==> src/rtl/i2c_wb_sequencer_pkg.sv <==
// Shared constants, types and the step table for the i2c WISHBONE sequencer.
package i2c_seq_pkg;

  // i2c master core register map (TXR/RXR and CR/SR share addresses)
  localparam logic [2:0] ADR_PRERLO = 3'd0;
  localparam logic [2:0] ADR_PRERHI = 3'd1;
  localparam logic [2:0] ADR_CTR    = 3'd2;
  localparam logic [2:0] ADR_TXR    = 3'd3;
  localparam logic [2:0] ADR_RXR    = 3'd3;
  localparam logic [2:0] ADR_CR     = 3'd4;
  localparam logic [2:0] ADR_SR     = 3'd4;

  // CR bits
  localparam logic [7:0] CR_STA  = 8'h80;
  localparam logic [7:0] CR_STO  = 8'h40;
  localparam logic [7:0] CR_RD   = 8'h20;
  localparam logic [7:0] CR_WR   = 8'h10;
  localparam logic [7:0] CR_NACK = 8'h08;

  // Command values actually issued
  localparam logic [7:0] CMD_STA_WR      = CR_STA | CR_WR;            // 8'h90
  localparam logic [7:0] CMD_WR          = CR_WR;                     // 8'h10
  localparam logic [7:0] CMD_STO_WR      = CR_STO | CR_WR;            // 8'h50
  localparam logic [7:0] CMD_RD_NACK_STO = CR_RD | CR_NACK | CR_STO;  // 8'h68
  localparam logic [7:0] CMD_STO         = CR_STO;                    // 8'h40

  localparam logic [7:0] CTR_EN = 8'h80;

  // SR bit indices
  localparam int SR_TIP   = 1;
  localparam int SR_AL    = 5;
  localparam int SR_BUSY  = 6;
  localparam int SR_RXACK = 7;

  // Response error codes
  localparam logic [1:0] ERR_OK      = 2'd0;
  localparam logic [1:0] ERR_NACK    = 2'd1;
  localparam logic [1:0] ERR_ARB     = 2'd2;
  localparam logic [1:0] ERR_TIMEOUT = 2'd3;

  typedef enum logic [2:0] {
    ST_INIT, ST_IDLE, ST_ISSUE, ST_POLL, ST_STOPCMD, ST_STOPW, ST_RDRX, ST_RESP
  } state_t;

  typedef struct packed {
    logic       rd;
    logic [6:0] dev;
    logic [7:0] ridx;
    logic [7:0] wdata;
  } req_t;

  // One byte of the bus sequence: optional TXR load, then a CR command
  typedef struct packed {
    logic       has_txr;
    logic       chk_ack;
    logic       last;
    logic [7:0] txr;
    logic [7:0] cr;
  } step_t;

  // Step table indexed by step pointer and request direction
  function automatic step_t step_lookup(input logic [2:0] s, input req_t r);
    step_t e;
    e = '{1'b0, 1'b0, 1'b1, 8'h00, CMD_STO};
    case (s)
      3'd0: e = '{1'b1, 1'b1, 1'b0, {r.dev, 1'b0}, CMD_STA_WR};
      3'd1: e = '{1'b1, 1'b1, 1'b0, r.ridx, CMD_WR};
      3'd2: e = r.rd ? step_t'{1'b1, 1'b1, 1'b0, {r.dev, 1'b1}, CMD_STA_WR}
                     : step_t'{1'b1, 1'b1, 1'b1, r.wdata, CMD_STO_WR};
      3'd3: e = '{1'b0, 1'b0, 1'b1, 8'h00, CMD_RD_NACK_STO};
      default: e = '{1'b0, 1'b0, 1'b1, 8'h00, CMD_STO};
    endcase
    return e;
  endfunction

endpackage

==> src/rtl/i2c_wb_access.sv <==
// Single WISHBONE master access: start pulse in, done pulse + read data out.
// Bus signals are registered and held until ack; cyc drops on the edge after ack.
module i2c_wb_access (
  input  logic       wb_clk_i,
  input  logic       rst_n,
  input  logic       start,
  input  logic       we,
  input  logic [2:0] adr,
  input  logic [7:0] wdata,
  output logic       done,
  output logic [7:0] rdata,
  output logic       cyc,
  output logic       we_o,
  output logic [2:0] adr_o,
  output logic [7:0] dat_o,
  input  logic [7:0] dat_i,
  input  logic       ack_i
);

  // Launch on start when idle, hold until ack, then pulse done with captured data
  always_ff @(posedge wb_clk_i or negedge rst_n) begin
    if (!rst_n) begin
      cyc   <= 1'b0;
      we_o  <= 1'b0;
      adr_o <= '0;
      dat_o <= '0;
      done  <= 1'b0;
      rdata <= '0;
    end else begin
      done <= 1'b0;
      if (cyc) begin
        if (ack_i) begin
          cyc   <= 1'b0;
          done  <= 1'b1;
          rdata <= dat_i;
        end
      end else if (start) begin
        cyc   <= 1'b1;
        we_o  <= we;
        adr_o <= adr;
        dat_o <= wdata;
      end
    end
  end

endmodule

==> src/rtl/i2c_wb_sequencer.sv <==
// Turns one register-level request into the i2c core command sequence
// (init, start, address, data, stop) and reports completion status.
module i2c_wb_sequencer
  import i2c_seq_pkg::*;
#(
  parameter logic [15:0] PRESCALE   = 16'd99,
  parameter int          POLL_LIMIT = 1024
) (
  input  logic       wb_clk_i,
  input  logic       arst_i,
  output logic       init_done,
  input  logic       req_valid,
  output logic       req_ready,
  input  logic       req_rd,
  input  logic [6:0] req_dev,
  input  logic [7:0] req_reg,
  input  logic [7:0] req_wdata,
  output logic       rsp_valid,
  output logic [7:0] rsp_rdata,
  output logic [1:0] rsp_err,
  output logic       wbm_cyc_o,
  output logic       wbm_stb_o,
  output logic       wbm_we_o,
  output logic [2:0] wbm_adr_o,
  output logic [7:0] wbm_dat_o,
  input  logic [7:0] wbm_dat_i,
  input  logic       wbm_ack_i
);

  localparam int CW = $clog2(POLL_LIMIT + 1);
  localparam logic [CW-1:0] LIM_M1 = CW'(POLL_LIMIT - 1);

  state_t        state;
  logic [2:0]    step;
  logic          txr_done;
  logic [CW-1:0] poll_cnt;
  req_t          req_q;
  logic [7:0]    rdata_q;
  logic [1:0]    err_q;

  logic          acc_start, acc_busy, acc_we, acc_done;
  logic [2:0]    acc_adr;
  logic [7:0]    acc_dat, acc_rdata;

  logic          nxt_we;
  logic [2:0]    nxt_adr;
  logic [7:0]    nxt_dat;
  step_t         ent;

  assign ent       = step_lookup(step, req_q);
  assign wbm_stb_o = wbm_cyc_o;

  i2c_wb_access u_acc (
    .wb_clk_i (wb_clk_i),
    .rst_n    (arst_i),
    .start    (acc_start),
    .we       (acc_we),
    .adr      (acc_adr),
    .wdata    (acc_dat),
    .done     (acc_done),
    .rdata    (acc_rdata),
    .cyc      (wbm_cyc_o),
    .we_o     (wbm_we_o),
    .adr_o    (wbm_adr_o),
    .dat_o    (wbm_dat_o),
    .dat_i    (wbm_dat_i),
    .ack_i    (wbm_ack_i)
  );

  // Bus access the current state wants to perform next
  always_comb begin
    nxt_we  = 1'b0;
    nxt_adr = ADR_SR;
    nxt_dat = 8'h00;
    case (state)
      ST_INIT: begin
        nxt_we = 1'b1;
        case (step)
          3'd0:    begin nxt_adr = ADR_PRERLO; nxt_dat = PRESCALE[7:0];  end
          3'd1:    begin nxt_adr = ADR_PRERHI; nxt_dat = PRESCALE[15:8]; end
          default: begin nxt_adr = ADR_CTR;    nxt_dat = CTR_EN;         end
        endcase
      end
      ST_ISSUE: begin
        nxt_we = 1'b1;
        if (ent.has_txr && !txr_done) begin
          nxt_adr = ADR_TXR;
          nxt_dat = ent.txr;
        end else begin
          nxt_adr = ADR_CR;
          nxt_dat = ent.cr;
        end
      end
      ST_STOPCMD: begin
        nxt_we  = 1'b1;
        nxt_adr = ADR_CR;
        nxt_dat = CMD_STO;
      end
      ST_RDRX: nxt_adr = ADR_RXR;
      default: nxt_adr = ADR_SR;
    endcase
  end

  // Sequencer FSM: one bus access per visit, advance on its done pulse
  always_ff @(posedge wb_clk_i or negedge arst_i) begin
    if (!arst_i) begin
      state     <= ST_INIT;
      step      <= '0;
      txr_done  <= 1'b0;
      poll_cnt  <= '0;
      req_q     <= '0;
      rdata_q   <= '0;
      err_q     <= ERR_OK;
      acc_start <= 1'b0;
      acc_busy  <= 1'b0;
      acc_we    <= 1'b0;
      acc_adr   <= '0;
      acc_dat   <= '0;
      init_done <= 1'b0;
      req_ready <= 1'b0;
      rsp_valid <= 1'b0;
      rsp_rdata <= '0;
      rsp_err   <= '0;
    end else begin
      acc_start <= 1'b0;
      rsp_valid <= 1'b0;
      case (state)
        ST_IDLE: begin
          if (req_valid && req_ready) begin
            req_q     <= '{req_rd, req_dev, req_reg, req_wdata};
            step      <= '0;
            txr_done  <= 1'b0;
            err_q     <= ERR_OK;
            rdata_q   <= '0;
            req_ready <= 1'b0;
            state     <= ST_ISSUE;
          end
        end
        ST_RESP: begin
          rsp_valid <= 1'b1;
          rsp_rdata <= rdata_q;
          rsp_err   <= err_q;
          req_ready <= 1'b1;
          state     <= ST_IDLE;
        end
        default: begin
          if (!acc_busy) begin
            acc_start <= 1'b1;
            acc_busy  <= 1'b1;
            acc_we    <= nxt_we;
            acc_adr   <= nxt_adr;
            acc_dat   <= nxt_dat;
          end else if (acc_done) begin
            acc_busy <= 1'b0;
            case (state)
              ST_INIT: begin
                if (step == 3'd2) begin
                  step      <= '0;
                  init_done <= 1'b1;
                  req_ready <= 1'b1;
                  state     <= ST_IDLE;
                end else begin
                  step <= step + 3'd1;
                end
              end
              ST_ISSUE: begin
                if (ent.has_txr && !txr_done) begin
                  txr_done <= 1'b1;
                end else begin
                  poll_cnt <= '0;
                  state    <= ST_POLL;
                end
              end
              ST_POLL: begin
                poll_cnt <= poll_cnt + 1'b1;
                if (!acc_rdata[SR_TIP]) begin
                  if (acc_rdata[SR_AL]) begin
                    err_q <= ERR_ARB;
                    state <= ST_RESP;
                  end else if (acc_rdata[SR_RXACK] && ent.chk_ack) begin
                    err_q <= ERR_NACK;
                    state <= ST_STOPCMD;
                  end else if (ent.last) begin
                    state <= req_q.rd ? ST_RDRX : ST_RESP;
                  end else begin
                    step     <= step + 3'd1;
                    txr_done <= 1'b0;
                    state    <= ST_ISSUE;
                  end
                end else if (poll_cnt == LIM_M1) begin
                  err_q <= ERR_TIMEOUT;
                  state <= ST_STOPCMD;
                end
              end
              ST_STOPCMD: begin
                poll_cnt <= '0;
                state    <= ST_STOPW;
              end
              ST_STOPW: begin
                poll_cnt <= poll_cnt + 1'b1;
                if (!acc_rdata[SR_BUSY] || poll_cnt == LIM_M1) state <= ST_RESP;
              end
              ST_RDRX: begin
                rdata_q <= acc_rdata;
                state   <= ST_RESP;
              end
              default: ;
            endcase
          end
        end
      endcase
    end
  end

endmodule
==> config.mk <==
export PLATFORM = sky130hd
export DESIGN_NAME = i2c_wb_sequencer
export DESIGN_NICKNAME = d
export VERILOG_FILES = /design/src/rtl/i2c_wb_sequencer_pkg.sv /design/src/rtl/i2c_wb_access.sv /design/src/rtl/i2c_wb_sequencer.sv
export SDC_FILE = /design/constraint.sdc
export NUM_CORES = 1
export LEC_CHECK = 0
export CAP_MARGIN = 20
export CORE_ASPECT_RATIO = 0.6
export CORE_MARGIN = 10
export CORE_UTILIZATION = 50
export DETAILED_ROUTE_END_ITERATION = 10
export PLACE_DENSITY = 0.73
export SYNTH_ARGS = -nofsm -noshare
export SYNTH_HDL_FRONTEND = slang
export SYNTH_HIERARCHICAL = 1
export SYNTH_SLANG_ARGS = --single-unit
==> constraint.sdc <==
create_clock -name wb_clk_i -period 4.8 [get_ports wb_clk_i]
set_input_delay 0.48 -clock wb_clk_i [delete_from_list [all_inputs] [get_ports wb_clk_i]]
set_output_delay 0.48 -clock wb_clk_i [all_outputs]
set_load 0.01 [all_outputs]
## Word-level counts from Yosys, hierarchy flattened

Index checks and enable logic that the tools add are counted.
W data, S select, Z words.

| word-level totals | value |
|---|---|
| bits in writable memories | 0 |
| input bits | 36 |
| output and inout bits | 27 |
| latch bits | 0 |
| memories | 0 |
| register bits after elaboration | 101 |
| logic and storage cells | 165 |
| memory bits (read-only) | 0 |

| operators by class | value |
|---|---|
| div/mod/pow operators | 0 |
| multipliers | 0 |
| reductions and logical operators | 36 |
| equal/unequal tests | 23 |
| order comparisons | 0 |
| add/subtract/negate cells | 2 |
| shifts and indexed selects | 0 |
| multiplexer cells | 74 |
| bitwise logic cells | 4 |

Operators with widths:

| cell | count |
|---|---|
| $pmux W19 S4 | 1 |
| $mux W3 | 20 |
| $mux W8 | 5 |
| $pmux W11 S3 | 1 |
| $pmux W8 S2 | 2 |
| $mux W1 | 24 |
| $pmux W8 S3 | 1 |
| $reduce_bool A3 Y1 | 7 |
| $reduce_and A5 Y1 | 4 |
| $ne A3 B3 Y1 const B | 6 |
| $pmux W3 S2 | 3 |
| $pmux W3 S6 | 1 |
| $mux W17 | 1 |
| $mux W2 | 8 |
| $eq A3 B2 Y1 const B | 4 |
| $eq A3 B3 Y1 const B | 4 |
| $add A11 B1 Y11 const B | 1 |
| $eq A11 B10 Y1 const B | 1 |
| $mux W11 | 1 |
| $reduce_and A10 Y1 | 1 |
| $pmux W3 S3 | 1 |
| $reduce_and A9 Y1 | 1 |
| $ne A4 B4 Y1 const B | 2 |
| $pmux W2 S2 | 2 |
| 19 further kinds | 37 |

## Logic depth before layout (Yosys ltp)

Gate-level depths: netlist (run 1).

| logic depth | value |
|---|---|
| depth after elaboration | 10 |
| gate-level depth with buffers | 9 |
| depth with buffers taken out | 7 |

## Hierarchy

Netlist (run 1), hierarchy kept.

Modules (own cells, without submodules):

| module | times used | area each (µm²) | sequential area each (µm²) | cells an instance |
|---|---|---|---|---|
| i2c_wb_sequencer | 1 | 3,982.6 | 1,976.9 | 402 |
| i2c_wb_access | 1 | 865.8 | 550.5 | 48 |

## Worst setup path before layout (run 1)

OpenSTA, ideal clock, no wires.

| path | value |
|---|---|
| path kind | reg2reg |
| start point | register step[0] |
| end point | register step[0] |
| buffers on the path | 2 |
| path slack | 2,683 ps |
| period minus slack after synthesis | 2,117 ps |
| stages on the path, launching flop included | 10 |
| library setup time | 125 ps |
| required time | 4,675 ps |
| data arrival time | 1,992 ps |
| cells stage by stage | dfrtp_1 inv_1 ha_1 buf_6 nor2b_1 buf_2 nor2_4 nand4_1 a311oi_2 mux2_2 |

| between the ends | value |
|---|---|
| word-level cells in the longest chain between the ends | 9 |
| elaborated cells between the ends (all ways) | 19 |
| classes of those cells | 1 x add/sub; 5 x eq/ne; 10 x mux; 3 x reduce/logical |

Ends and longest elaborated chain:

| element | RTL line | RTL |
|---|---|---|
| start: declaration | i2c_wb_sequencer.sv:34 | `logic [2:0] step;` |
| start signal: assignment | i2c_wb_sequencer.sv:163 | `step <= step + 3'd1;` |
| start signal: assignment | i2c_wb_sequencer.sv:186 | `step <= step + 3'd1;` |
| $add A3 B1 Y3 | i2c_wb_sequencer.sv:163, i2c_wb_sequencer.sv:186 |  |
| $mux W3 | i2c_wb_sequencer.sv:183 | `end else if (ent.last) begin` |
| $mux W3 | i2c_wb_sequencer.sv:180 | `end else if (acc_rdata[SR_RXACK] && ent.chk_ack) begin` |
| $mux W3 | i2c_wb_sequencer.sv:177 | `if (acc_rdata[SR_AL]) begin` |
| $mux W3 | i2c_wb_sequencer.sv:176 | `if (!acc_rdata[SR_TIP]) begin` |
| $pmux W3 S2 | i2c_wb_sequencer.sv:155 | `case (state)` |
| $mux W3 | i2c_wb_sequencer.sv:153 | `end else if (acc_done) begin` |
| $mux W3 | i2c_wb_sequencer.sv:147 | `if (!acc_busy) begin` |
| $pmux W3 S2 | i2c_wb_sequencer.sv:127 | `case (state)` |

Parallel ways exist; a longest one is shown, timed or not. The select of a mux whose other input is x is not followed.
A chain may end at the register's enable or synchronous reset.

## Worst setup path after layout (run 1)

| path | value |
|---|---|
| start point | register state[0] |
| end point | register poll_cnt[9] |

| between the ends | value |
|---|---|
| word-level cells in the longest chain between the ends | 4 |
| elaborated cells between the ends (all ways) | 13 |
| classes of those cells | 7 x eq/ne; 1 x mux; 1 x bitwise; 4 x reduce/logical |

Ends and longest elaborated chain:

| element | RTL line | RTL |
|---|---|---|
| start: declaration | i2c_wb_sequencer.sv:33 | `state_t state;` |
| start signal: assignment | i2c_wb_sequencer.sv:184 | `state <= req_q.rd ? ST_RDRX : ST_RESP;` |
| $eq A3 B3 Y1, or another cell as far along | i2c_wb_sequencer.sv:155 |  |
| $reduce_or A2 Y1 (no source line) | - |  |
| $reduce_bool A3 Y1 (no source line) or $not A1 Y1 (tied branches) | - |  |
| $reduce_and A5 Y1 (no source line) | - |  |
| end signal: assignment | i2c_wb_sequencer.sv:175 | `poll_cnt <= poll_cnt + 1'b1;` |
| end signal: assignment | i2c_wb_sequencer.sv:200 | `poll_cnt <= poll_cnt + 1'b1;` |
| end: declaration | i2c_wb_sequencer.sv:36 | `logic [CW-1:0] poll_cnt;` |

Parallel ways exist; a longest one is shown, timed or not.

==> results of run 1 <==
kinds of logic (layout without fill, tap and decap cells):
family	after synthesis	after routing	synth area share, %
simple gates	134	134	14.19
compound gates	111	111	15.05
flops	101	101	52.13
mux	51	51	12.41
buf+inv	46	102	4.490
fa+ha+maj	6	6	1.548
xor+xnor	1	1	0.1807
per-stage QoR:
stage | util (%) | setup WS [ns] | cell area [um^2] | hold slack, ns
2_1_floorplan | - | 2.683 | 4848 | 0.1844
3_3_place_gp | 59.08 | 2.341 | 5509 | 0.4604
3_5_place_dp | 59.08 | 2.261 | 5509 | 0.4693
4_1_cts | 62.37 | 2.241 | 5816 | 0.2630
5_1_grt | 62.37 | 2.041 | 5816 | 0.2926
6_report | 62.37 | 2.212 | 5816 | 0.2274
final cells by class:
cell class	instances	area, um^2
clock buffer	9	225.2
clock inverter	7	81.33
fill	793	3508
inverter	22	82.58
multi-input combinational	303	2103
sequential	101	2527
tap	130	162.7
timing repair buffer	64	633.1
worst min-delay path by stage:
stage	startpoint	endpoint	cells after the start
floorplan	arst_i	acc_adr[0]	0
global placement	rsp_rdata[4]	rsp_rdata[4]	2
detailed placement	rsp_rdata[1]	rsp_rdata[1]	2
CTS	arst_i	req_q[12]	1
global route	arst_i	req_q[2]	1
finish	arst_i	req_q[2]	1
cell usage in the layout, fill, tap and decap left out, types with 2 or more instances in the layout:
master,synthesis,routed
sky130_fd_sc_hd__a221o_1,3,3
sky130_fd_sc_hd__o32ai_1,2,2
sky130_fd_sc_hd__a22oi_1,6,6
sky130_fd_sc_hd__inv_1,22,22
sky130_fd_sc_hd__a31oi_1,2,2
sky130_fd_sc_hd__o221ai_1,4,4
sky130_fd_sc_hd__inv_6,0,2
sky130_fd_sc_hd__o21bai_1,2,2
sky130_fd_sc_hd__a222oi_1,3,3
sky130_fd_sc_hd__o21a_1,2,2
sky130_fd_sc_hd__nand3_1,19,19
sky130_fd_sc_hd__o21ai_0,45,45
sky130_fd_sc_hd__or4_1,2,2
sky130_fd_sc_hd__mux2_2,37,37
sky130_fd_sc_hd__clkinv_4,0,2
sky130_fd_sc_hd__a311oi_1,3,3
sky130_fd_sc_hd__a22o_1,5,5
sky130_fd_sc_hd__clkdlybuf4s50_1,0,61
sky130_fd_sc_hd__buf_4,4,3
sky130_fd_sc_hd__or3_1,2,2
sky130_fd_sc_hd__mux2_4,9,9
sky130_fd_sc_hd__o211ai_1,2,2
sky130_fd_sc_hd__dfrtp_1,101,101
sky130_fd_sc_hd__nor3_1,10,10
sky130_fd_sc_hd__nor2_1,22,22
sky130_fd_sc_hd__ha_1,6,6
sky130_fd_sc_hd__nand3b_1,2,2
sky130_fd_sc_hd__and3_1,3,3
sky130_fd_sc_hd__nand2b_1,6,6
sky130_fd_sc_hd__nand2_1,43,43
sky130_fd_sc_hd__or2_2,2,2
sky130_fd_sc_hd__clkbuf_16,0,9
sky130_fd_sc_hd__a221oi_1,2,2
sky130_fd_sc_hd__nor4_1,3,3
sky130_fd_sc_hd__nand4_1,3,3
sky130_fd_sc_hd__a2bb2oi_1,3,3
sky130_fd_sc_hd__and2_1,3,3
sky130_fd_sc_hd__a21oi_1,19,19
sky130_fd_sc_hd__nor2b_1,4,4
sky130_fd_sc_hd__mux2i_1,5,5
registers in the layout, summed over array words and instances (netlist names), 3 cells and up:
name / flops
rdata_q: 8
poll_cnt: 11
req_q: 24
u_acc/dat_o: 8
state: 3
u_acc/rdata: 8
rsp_rdata: 8
acc_dat: 8
step: 3
u_acc/adr_o: 3
acc_adr: 3
power by group through the flow:
stage | Sequential, W | Clock (W) | Combinational [W]
4_1_cts | 0.00147 | 0.000757 | 0.00131
3_5_place_dp | 0.00148 | 0 | 0.00130
2_1_floorplan | 0.00134 | 0 | 0.000965
3_3_place_gp | 0.00147 | 0 | 0.00128
6_report | 0.00147 | 0.000741 | 0.00131
5_1_grt | 0.00152 | 0.000794 | 0.00145
per-layer routing:
metal	routed length, um	vias up
met5	0	-
met4	138	0
met3	985	11
met2	4841	139
met1	5857	1814
li1	-	1731
==> flow_results.org, run 1 <==
** Run status
- The flow ran to the end, and the final reports show no timing, DRC or antenna violations.

** Power and ir drop
- The worst-case IR drop observed on VDD is around 0.25 mV.
- Internal power consumption :: 0.002176 W
- Summed over all cells, the static leakage comes to between 2 and 2.5 nW.
- Pwr dens :: roughly 610 mW/mm^2
- Switching power of the nets :: 0.001352 W
- Total Power :: around 0.0035 W
- Net switching is a little under two fifths of the power.
- Combinational fraction of design power :: 37.2%
- The share of total power dissipated in sequential elements is 41.8%.
- Clock network fraction of design power :: 21.0%

** Cells and area
- Count of non-filler cells in the finished layout :: 636
- In the final layout, the share of cells above drive strength 1 is about 16%.
- Final-stage net count :: 543
- Antenna Cells :: 0
- The area growth from synthesis to layout is 19.95%.

** Die
- Row generation in the floorplan step produced 27 rows.
- Initial cell density of the core :: between 50 and 60%
- 63 I/O pins were placed.
- Die boundary width :: approximately 150 um
- Die extent in y :: 96.28 um
- The total area inside the core boundary comes to between 0.009 and 0.01 mm^2.
- The die covers between 0.01 and 0.015 mm^2.

** Critical path
- Critical Path Sink :: poll_cnt[9]
- Slowest-stage cell, CP :: sky130_fd_sc_hd__dfrtp_1
- First element of the critical path :: state[0]
- Total buffers and inverters traversed by the critical path :: 0
- Capturing point of the worst reg2reg path :: poll_cnt[9]
- Counting buffers and inverters, the worst setup path is 5 cells deep.
- The worst setup path is launched from a register.
- Critical Path, Cell by Cell :: or4_1, o211ai_2, or4_1, nand2_1, a22o_1
- R2R Setup Slk :: 2.21 ns
- Crit path largest cell delay :: approximately 0.72 ns
- The worst setup path is captured at a register.
- The worst register-to-register path begins at state[0].
- Category of cells accounting for the largest share of critical-path delay :: simple AND/OR/NAND/NOR gates
- STA puts the critical path data required time at just over 5 ns.
- Startpoint-to-endpoint class of the critical path :: register to register
- Counting cells, the worst reg-to-reg path comes to 5.
- For the worst setup path, the data arrival time is between 2 and 3 ns.
- Maximum fanout encountered on the critical timing path :: 30
- Among the stages of the critical path, the cell type that occurs most often is sky130_fd_sc_hd__or4_1.

** Global route
- The first global-routing pass estimated roughly 20000 um of wire.
- GR Overflow Total :: 0
- Met2 capacity usage during global routing :: a little under a quarter
- The layer flagged by global routing as most heavily used is met1.
- Antenna violations before repair :: 0
- GRT Overall Usage :: between 10% and 20%
- Pin count of the biggest net entering global routing :: 66
- For met3 alone, demand over resource in global routing was under 10%.
- Grt met1 use :: ~25%
- The via count of the first global-routing pass came to ~3600.

** Yosys
- Net count after synthesis :: between 400 and 500
- Flip-flop and latch count after synthesis :: 101
- During synthesis, Yosys emitted a total of 6 warnings.
- Sequential elements use a little over half of the synthesized area.
- The synthesized netlist contains 60 unique library cells.
- FFs w/ async S/R, synth :: 100.0%
- Count of mapped cells out of synthesis :: 450
- For this run, the leading register cell type out of synthesis is sky130_fd_sc_hd__dfrtp_1.
- Synth Cell Area :: just under 0.005 mm^2
- Cell accounting for the most synthesized area :: sky130_fd_sc_hd__dfrtp_1
- Cell types with the largest area share after synthesis :: sky130_fd_sc_hd__dfrtp_1 (52%), sky130_fd_sc_hd__mux2_2 (8.6%), sky130_fd_sc_hd__o21ai_0 (4.6%), sky130_fd_sc_hd__nand2_1 (3.3%), sky130_fd_sc_hd__mux2_4 (2.8%)
- In this run the mean area of a mapped cell was between 10 and 15 um^2.
- Top cells by count, synth :: sky130_fd_sc_hd__dfrtp_1 (101), sky130_fd_sc_hd__o21ai_0 (45), sky130_fd_sc_hd__nand2_1 (43)
- Area share of the largest cell type after synthesis :: 52.13%
- Counting flops with a built-in enable in the synthesized netlist gives 0.
- Leading cell type by number of instances after synthesis :: sky130_fd_sc_hd__dfrtp_1

** Run
- Max-cap violations :: 0

** Clock tree
- Post-CTS setup buffers :: 0
- CTS clock-pin slew for the worst setup and hold paths :: approximately 0.070 ns
- The number of hold buffers added after CTS was 0.
- Clock tree synthesis found a total of between 100 and 150 sinks.
- Clock latency on the worst-skew pair, taken at its later pin, is 0.35 ns.
- TritonCTS built the clock tree.
- The clock passes through at most 2 buffers.
- Number of gates resized after cts :: 0
- Root Buffer Master :: sky130_fd_sc_hd__clkbuf_16
- H-tree levels :: 3
- Inserted Clock Buffers :: 9

** Place
- Once placement completed, the tool counted placed cells totaling between 600 and 700.
- Input and output buffers added on the ports amount to 62.
- Detailed placer's ending HPWL :: approximately 8700 um
- At the end of routability-driven placement, the weighted congestion stood at between 0.9 and 1.

** Timing
- At the pin with the least slew margin, the transition time is between 0.9 and 1 ns.
- Setup skew after layout :: between 0.007 and 0.008 ns
- Ratio of final minimum period to clock period :: between 50% and 60%
- The max-slew violation total from the final report came to 0.
- Post-route minimum period :: 2.588 ns
- Final-report setup violation count :: 0
- Timing would allow up to between 300 and 400 MHz.
- Relative slew slack :: between 30% and 40%
- Setup_tns :: 0 ns
- Final number of hold-violating endpoints :: 0
- Setup repair after global routing left no endpoint under its margin.

** Routing
- Summed over all layers, the routed wires come to 11820 um.
- Length of the first detailed-routing pass in iterations :: 5
- Number of routed nets with antenna violations :: 0
- Number of DRC violations after detailed routing :: 0
- Violation count after the first detailed-routing iteration :: 389
- Dividing the detail-routed via count by the number of cells gives roughly 5.8.
- WL/cell :: around 19 um
- Via Count :: 3695

** Hold path
- Hold crit path type :: primary input to async pin
No activity file was read; power rests on OpenSTA's default activity.
==> run 2: changes to the inputs <==
==> constraint.sdc (replaced) <==
create_clock -name wb_clk_i -period 2.4 [get_ports wb_clk_i]
set_input_delay 0.24 -clock wb_clk_i [delete_from_list [all_inputs] [get_ports wb_clk_i]]
set_output_delay 0.24 -clock wb_clk_i [all_outputs]
set_load 0.01 [all_outputs]
==> flow_results.org, run 2 (synthesis results as in run 1) <==
** Timing
- Final number of hold-violating endpoints :: 0
- Setup skew after layout :: slightly below 0.007 ns
- Worst slew pin tran :: just under 0.6 ns
- Post-route minimum period :: between 2 and 2.5 ns
- Setup_tns :: 0 ns
- The worst pin sits at a relative slew slack of around three fifths.
- Setup repair after global routing left no endpoint under its margin.
- FMAX :: around 450 MHz
- The max-slew violation total from the final report is 0.
- Final-report setup violation count :: 0
- Ratio of final minimum period to clock period :: 93.10%
- Across all setup checks in the final design, the least slack found is around 0.17 ns.

** Place
- Post-place instance area :: ~0.0057 mm^2
- During placement, the flow inserted port buffers numbering 62.
- OpenSTA, run right after detailed placement, puts the worst setup slack at 0.08629 ns.
- Once placement completed, the tool counted placed cells totaling around 640.
- Detailed placer's ending HPWL :: between 8000 and 9000 um
- The congestion estimate from routability-driven global placement came to 0.9742.

** Global route
- Busiest layer in global routing :: met2
- Entering global routing, the biggest net connects roughly 100 pins.
- Global routing consumed, over all layers together, about 18% of the routing resources.
- Number of global-route vias before repair :: roughly 3800
- Global-route track usage on met3 :: about 6.1%
- Grt met1 use :: 24.66%
- First-pass GRT wire length :: approximately 20000 um
- GR Overflow Total :: 0
- In the global route stage, met2 resource usage came out at 25.26%.
- Antenna violations before repair :: 0

** Routing
- In the routed design, unresolved DRC markers number 0.
- In the routed layout, each cell is associated on average with a via count of approximately 5.7.
- Via Count :: 3718
- The detail route stage leaves a number of antenna-violating nets equal to 0.
- For this block, the initial DRC count from the detailed router was between 300 and 400.
- Length of the first detailed-routing pass in iterations :: 5
- The routed design has ~12000 um of wire.
- WL/cell :: between 15 and 20 um

** Critical path
- Across all register-to-register paths, the minimum setup slack is 0.17 ns.
- Critical path data required time :: 2.62 ns
- Kind of capture point of the worst setup path :: register
- The worst setup path is of the register to register kind.
- Along the worst path, the maximum fanout reaches 6.
- Critical Path, Cell by Cell :: inv_1, ha_1, nor3_4, nor2_2, nand4_1, a311oi_2, mux2_2
- Slowest-stage cell, CP :: sky130_fd_sc_hd__dfrtp_1
- Data on the critical path arrives at its endpoint at 2.46 ns.
- In this design, the stage delay of the slowest critical-path cell is approximately 0.42 ns.
- Setup crit start kind :: register

** Clock tree
- Clock-pin slew was measured on the worst setup and hold paths at around 0.070 ns.
- Number of clock sinks :: ~100
- TritonCTS built the clock tree.
- Root Buffer Master :: sky130_fd_sc_hd__clkbuf_16
- At the later pin of the worst-skew pair, clock insertion delay measures approximately 0.34 ns.
- Post-CTS setup buffers :: 0
- The clock tree synthesis step divided the H-tree into 3 levels.
- The clock passes through at most 2 buffers.
- Inserted Clock Buffers :: 9

** Die
- The initial utilization of the core area, before any placement, comes to between 50% and 60%.
- Die extent in y :: approximately 96 um
- The die is 147.1 um wide.
- Core Footprint :: ~0.0093 mm^2
- The die covers around 0.014 mm^2.
- For this design the top-level I/O count stands at 63.
- In this run the core area contains 27 standard-cell rows.

** Power and ir drop
- Total Power :: just over 0.007 W
- Static leakage power :: about 2.6 nW
- The worst-case IR drop observed on VDD is ~0.7 mV.
- Power spread over the standard cell area amounts to approximately 1200 mW/mm^2.

** Cells and area
- Count of non-filler cells in the finished layout :: 654
- Share of layout cells above drive strength 1 :: 18.32%
- Flip-flop count of the largest register after layout :: 24
- # fillers :: between 700 and 800
- For this run, the post-layout net count is 562.
- The largest registers in the layout are req_q x24, poll_cnt x11.
- Most frequent standard cell in the layout excluding fill and tap cells :: sky130_fd_sc_hd__dfrtp_1
- Antenna Cells :: 0
- req_q holds more flip-flops than any other register.
- Post-Layout Inst Area :: 0.005953 mm^2
- In the layout the commonest cells are sky130_fd_sc_hd__dfrtp_1 (101), sky130_fd_sc_hd__clkdlybuf4s50_1 (61), sky130_fd_sc_hd__o21ai_0 (45), sky130_fd_sc_hd__nand2_1 (43), sky130_fd_sc_hd__mux2_2 (37).
- The area growth from synthesis to layout is 22.79%.

** Run status
- The run finished with clean final reports.

** Hold path
- Hold crit path type :: primary input to async pin

** Run
- Max-cap violations :: 0
## run 2: cell count changes in the layout (fill, tap and decap cells not counted), sizes merged
cell and change:
buf +18, clkbuf +2, clkinv -1, dlygate4sd3 +1, inv -2
## run 2: metrics by stage
stage / util (%) / hold WS (ns)
detailed placement: 60.67 / 0.3387
CTS: 63.80 / 0.4838
global placement: 60.67 / 0.3395
finish: 63.85 / 0.4765
floorplan: - / -0.05559
global route: 63.85 / 0.4987
## run 2: path summary, 6_finish.rpt
kind	start	endpoint	cells past startpoint
setup / recovery	step[0]	step[0]	7
hold / removal	arst_i	req_q[1]	3
setup reg to reg	step[0]	step[0]	7
hold reg to reg	rsp_rdata[4]	rsp_rdata[4]	2
max in group asynchronous	arst_i	u_acc/adr_o[0]	3
min in group wb_clk_i	rsp_rdata[4]	rsp_rdata[4]	2
## run 2: timing repair
item,CTS,global route
hold buffers,1,0
resized for setup,0,2
setup endpoints to repair,0,3
endpoints found under the hold margin,101,0
## run 2: layout make-up
| class | count | area (um^2) | area share, % |
|---|---|---|---|
| clock buffers | 11 | 232.7 | 3.909 |
| clock inverters | 4 | 48.80 | 0.8197 |
| inverters | 22 | 82.58 | 1.387 |
| multi-input cells | 303 | 2108 | 35.41 |
| flip-flops and latches | 101 | 2527 | 42.45 |
| well taps | 130 | 162.7 | 2.732 |
| repair buffers | 83 | 790.8 | 13.28 |
## run 2: critical path: cells and delay by family (launching register included)
kind	cells	cell delay, ns
fa+ha+maj	1	0.32
buf+inv	1	0.10
compound gates	1	0.39
flops	1	0.42
mux	1	0.37
simple gates	3	0.52
## run 2: where the power goes
| group | total, W | internal [W] | leakage (nW) | switching (W) |
|---|---|---|---|---|
| Clock | 0.00139 | 0.000803 | 0.140 | 0.000587 |
| Combinational | 0.00299 | 0.00138 | 1.15 | 0.00161 |
| Sequential | 0.00282 | 0.00232 | 1.27 | 0.000499 |
| Total | 0.00720 | 0.00450 | 2.56 | 0.00270 |
## run 2: per-layer routing
layer / wire [um] / share of wire (%)
met2: 4853 / 41
met1: 5965 / 50
met3: 966 / 8.1
met4: 190 / 1.6
met5: 0 / 0
